==> src/rtl/row_chk_pkg.sv <==
// Shared types and default parameter values for the row checksum checker.
package row_chk_pkg;

    typedef enum logic [1:0] {
        ST_ACC,
        ST_DRAIN,
        ST_CMP
    } state_e;

    localparam int A_BITS_DEF = 18;
    localparam int Z_BITS_DEF = 20;
    localparam int N_DEF      = 4;
    localparam int TOL_DEF    = 0;
    localparam int CNT_W_DEF  = 8;

endpackage

==> src/rtl/sat_cnt.sv <==
// Saturating event counter with a synchronous clear that beats increment.
module sat_cnt
    import row_chk_pkg::*;
#(
    parameter int CNT_W = CNT_W_DEF
) (
    input  logic             clk,
    input  logic             rst,
    input  logic             inc,
    input  logic             clr,
    output logic [CNT_W-1:0] cnt_o
);

    logic [CNT_W-1:0] cnt_q;
    logic [CNT_W-1:0] cnt_d;

    always_comb begin
        cnt_d = cnt_q;
        if (clr) begin
            cnt_d = '0;
        end else if (inc && !(&cnt_q)) begin
            cnt_d = cnt_q + CNT_W'(1);
        end
    end

    always_ff @(posedge clk or posedge rst) begin
        if (rst) begin
            cnt_q <= '0;
        end else begin
            cnt_q <= cnt_d;
        end
    end

    assign cnt_o = cnt_q;

endmodule

==> config.mk <==
export PLATFORM = sky130hd
export DESIGN_NAME = sat_cnt
export DESIGN_NICKNAME = d
export VERILOG_FILES = /design/src/rtl/row_chk_pkg.sv /design/src/rtl/sat_cnt.sv
export SDC_FILE = /design/constraint.sdc
export NUM_CORES = 1
export LEC_CHECK = 0
export CORE_AREA = 2 2 39 41
export DETAILED_ROUTE_END_ITERATION = 6
export DIE_AREA = 0 0 41 43
export PLACE_DENSITY = 0.68
export SYNTH_ARGS = -nofsm -noshare
export SYNTH_HDL_FRONTEND = slang
export SYNTH_SLANG_ARGS = --single-unit
==> constraint.sdc <==
create_clock -name clk -period 1.6 [get_ports clk]
set_input_delay 0.24 -clock clk [delete_from_list [all_inputs] [get_ports clk]]
set_output_delay 0.24 -clock clk [all_outputs]
set_load 0.005 [all_outputs]
### Word-level counts from Yosys, hierarchy flattened

Index checks and enable logic that the tools add are counted.

* bits of input ports: 4
* memories: 0
* ROM bits: 0
* output and inout port bits: 8
* logic and storage cells: 8
* latch bits: 0
* RAM bits: 0
* register bits: 8

* add/sub/neg operators: 1
* multipliers: 0
* reduce and logical (&&, ||, !) cells: 4
* magnitude comparators: 0
* equality and inequality tests: 0
* bitwise logic cells: 0
* shifts and indexed selects: 0
* muxes and demuxes: 2
* div/mod/pow operators: 0

Operators by type and width (count)
* $mux W8: 2
* $add A8 B1 Y8 const B: 1
* $reduce_and A8 Y1: 1
* $reduce_bool A2 Y1: 1
* $logic_and A1 B1 Y1: 1
* $logic_not A1 Y1: 1

### Depth between registers and ports, before layout

* depth in word-level cells: 5
* gate-level depth with buffers: 4
* mapped depth without buffers: 4

### Worst setup path after synthesis

OpenSTA, ideal clock, no wires.

* kind: register to register
* start point: register cnt_q[0] (netlist: cnt_o[0])
* end point: register cnt_q[7] (netlist: cnt_o[7])
* period minus slack after synthesis: 1.551 ns
* path buffers: 0
* arrival: 1.474 ns
* setup time: 0.077 ns
* setup slack: 0.049 ns
* cell stages (with the launch flop): 5
* required time: 1.523 ns
* cell sequence: dfrtp_1 -> ha_1 -> and4_4 -> or4_1 -> a21oi_1

* word-level cells in the longest chain between the ends: 4
* elaborated cells on any way between the ends: 7
* classes of those cells: add/sub (1); mux (2); reduce/logical (4)

RTL lines
* start, declared: RTL line sat_cnt.sv:14 `logic [CNT_W-1:0] cnt_q;`
* start signal, assigned: RTL line sat_cnt.sv:30 `cnt_q <= cnt_d;`
* branches (longest 4 deep; another with $add A8 B1 Y8)

Parallel ways; which one is timed is not known. The select of a mux whose other input is x is not followed.
A chain may end at the register's enable or synchronous reset.

### Worst setup path in the final report

Same ends and word-level chain as after synthesis.

==> impl_metrics.tcl <==
set metrics [dict create \
    syn_avg_cell_area_um2 9.95 \
    fin_tns_setup_ps 0 \
    rsz0062_at_grt "no" \
    routabilityCongestion 0.761 \
    path_class "flip-flop to flip-flop" \
    cts_setup_buffers 0 \
    fin_skew_ps 2.72 \
    antenna_cells 0 \
    cts_tree "yes" \
    worstSkewPairLatency_ps 260 \
    fin_crit_sh 0.943 \
    leakagePower_nw 0.262 \
    die_x_um 41 \
    hold_class "input pin to asynchronous set/reset pin" \
    power_frac_seq 0.494 \
    status "completed" \
    grt_pass1_wl_mm 1.54 \
    cp.required_ps 1790 \
    ys_ff_latch 8 \
    maxSlewHeadroom 0.790 \
    instances_no_fill 79 \
    fmax_mhz 663 \
    slew_violations 0 \
    timing.hold.ws_ps 226 \
    port_buffers 11 \
    antenna_found_initial 0 \
    combPwrFrac 0.131 \
    synth_fp_nets 49 \
    final_cell_mix "clkdlybuf4s50_1, dfrtp_1, buf_4" \
    io_pins 12 \
    powerDensity_mw_per_mm2 676 \
    drc 0 \
    wirelength_mm 1.02 \
    numCtsBuffers 3 \
    die_h_um 43 \
    synthCells 44 \
    yosysUniqueCellTypes 26 \
    clkPwrFrac 0.375 \
    antenna_left 0 \
    worstMarginPinSlew_ps 315 \
    grt_overflow 0 \
    vias_per_cell 5.11 \
    hold_violations 0 \
    synthToLayoutAreaGrowth_pct 44.0 \
    wl_per_cell_um 12.9 \
    syn_area_um2 438 \
    detailed_place_hpwl_um 755 \
    setup_violations 0 \
    vias 404 \
    largest_register_ffs 8 \
    worstSetupEndpointType "flip-flop" \
    gr-usage-all-layers 0.138 \
    cts_root_buffer "clkbuf_4" \
    mostFrequentLayoutCell "clkdlybuf4s50_1" \
    yosysWarningCount 0 \
    p_switching_mw 0.0996 \
    nNetsFinal 70 \
    core_mm2 0.00138 \
    start_util 0.316 \
    drive_above_1_share 0.190 \
    peakVddDrop_v 0.000339 \
    crit_fanout 5 \
    critical-path-max-stage-delay_ps 490 \
    ctsHtreeMaxLevel 1 \
    grt_pass1_vias 376 \
    place_inst 76 \
    cts_buffer_depth 2 \
    maxCapViolCount 0 \
    cp_slowest_cell "or4_1" \
    grt_max_degree 9 \
    dieArea_mm2 0.00176 \
    numClockSinks 8 \
    row_count 14 \
    drt_iter0_drc 5 \
    firstDrtPassIters 4 \
    period_needed_ps 1510 \
    swShare 0.234 \
    final_util 0.456 \
    crit_arrival_ps 1690 \
    yosysSeqAreaShare 0.457 \
    start_kind "flip-flop" \
    clkTransAtPathRegs_ps 60 \
    p_int_mw 0.327 \
    path_cells "ha_2 -> and4_4 -> or4_1 -> a21oi_1" \
    postCtsHoldBufs 0 \
]
[cell usage after synthesis]
master / count / area share
nor3b_1: 1 / 0.017
o21ai_0: 1 / 0.011
nor3_1: 4 / 0.046
nor2_1: 1 / 0.0086
a211oi_1: 2 / 0.034
and4_4: 1 / 0.026
a21oi_1: 4 / 0.046
nand2b_1: 2 / 0.029
o31ai_1: 1 / 0.017
a21boi_1: 1 / 0.017
a311oi_1: 1 / 0.020
dfrtp_1: 8 / 0.46
or4_1: 1 / 0.017
a31oi_1: 1 / 0.014
buf_4: 1 / 0.017
inv_1: 3 / 0.026
nor4_1: 1 / 0.014
ha_1: 1 / 0.029
nand4_2: 1 / 0.029
nor2b_1: 1 / 0.014
mux2i_1: 1 / 0.023
and3_1: 2 / 0.029
mux2_1: 1 / 0.026
nand2_1: 1 / 0.0086
nand3_1: 1 / 0.011
nand4_1: 1 / 0.014
[final timing paths]
| kind | startpoint | endpoint | slack (ps) | cells past startpoint |
|---|---|---|---|---|
| worst max register to register | cnt_o[0] | cnt_o[7] | 90 | 4 |
| worst min-delay path | rst | cnt_o[4] | 230 | 2 |
| worst max-delay path | cnt_o[0] | cnt_o[7] | 90 | 4 |
| max in group asynchronous | rst | cnt_o[0] | 1140 | 2 |
| worst min register to register | cnt_o[3] | cnt_o[3] | 620 | 2 |
| min in group clk | cnt_o[3] | cnt_o[3] | 620 | 2 |
[worst max-delay path, delay by kind of cell, from the launching register on]
kind | cells | cell delay (ps)
AND/OR/NAND/NOR | 2 | 700
AO/OA/AOI/OAI | 1 | 140
flip-flops | 1 | 390
adder cells (fa/ha/maj) | 1 | 210
[layout make-up]
type | count | area (µm²)
clock buffers | 3 | 22.5
multi-input cells | 32 | 221
fillers | 139 | 753
inverters | 3 | 11.3
flip-flops and latches | 8 | 200
well taps | 16 | 20.0
repair buffers | 17 | 155
[metrics by stage]
stage	power (mW)	setup slack, ps	cell area [µm²]
global placement	0.270	57.7	606
finish	0.426	91.9	631
global route	0.452	33.7	631
floorplan	0.237	48.9	438
detailed placement	0.270	40.9	606
CTS	0.430	49.9	628
[kinds of logic (layout without fill, tap and decap cells)]
group | after synthesis | count (layout) | synth area share
AO/OA/AOI/OAI | 11 | 11 | 0.160
adder cells (fa/ha/maj) | 1 | 1 | 0.0286
buffers and inverters | 4 | 23 | 0.0429
flip-flops | 8 | 8 | 0.457
multiplexers | 2 | 2 | 0.0486
AND/OR/NAND/NOR | 18 | 18 | 0.263
[repair_timing]
action	CTS	global route
gates resized for setup	0	1
endpoints found under the setup margin	0	1
hold endpoints to repair	0	0
[per-layer routing]
metal / part of all wire / GRT usage / up-vias
met5: 0 / 0 / -
met4: 0.021 / 0.113 / 0
met3: 0.071 / 0.0471 / 2
met2: 0.45 / 0.178 / 17
met1: 0.45 / 0.174 / 175
li1: - / - / 210
[power by group through the flow]
stage               registers, mW  logic, mW  clock network (mW)
finish                      0.211     0.0558               0.160
global route                0.211     0.0619               0.179
CTS                         0.211     0.0565               0.163
detailed placement          0.214     0.0561                   0
global placement            0.214     0.0555                   0
floorplan                   0.217     0.0198                   0
Note: power is estimated with default switching activity, not from simulation.
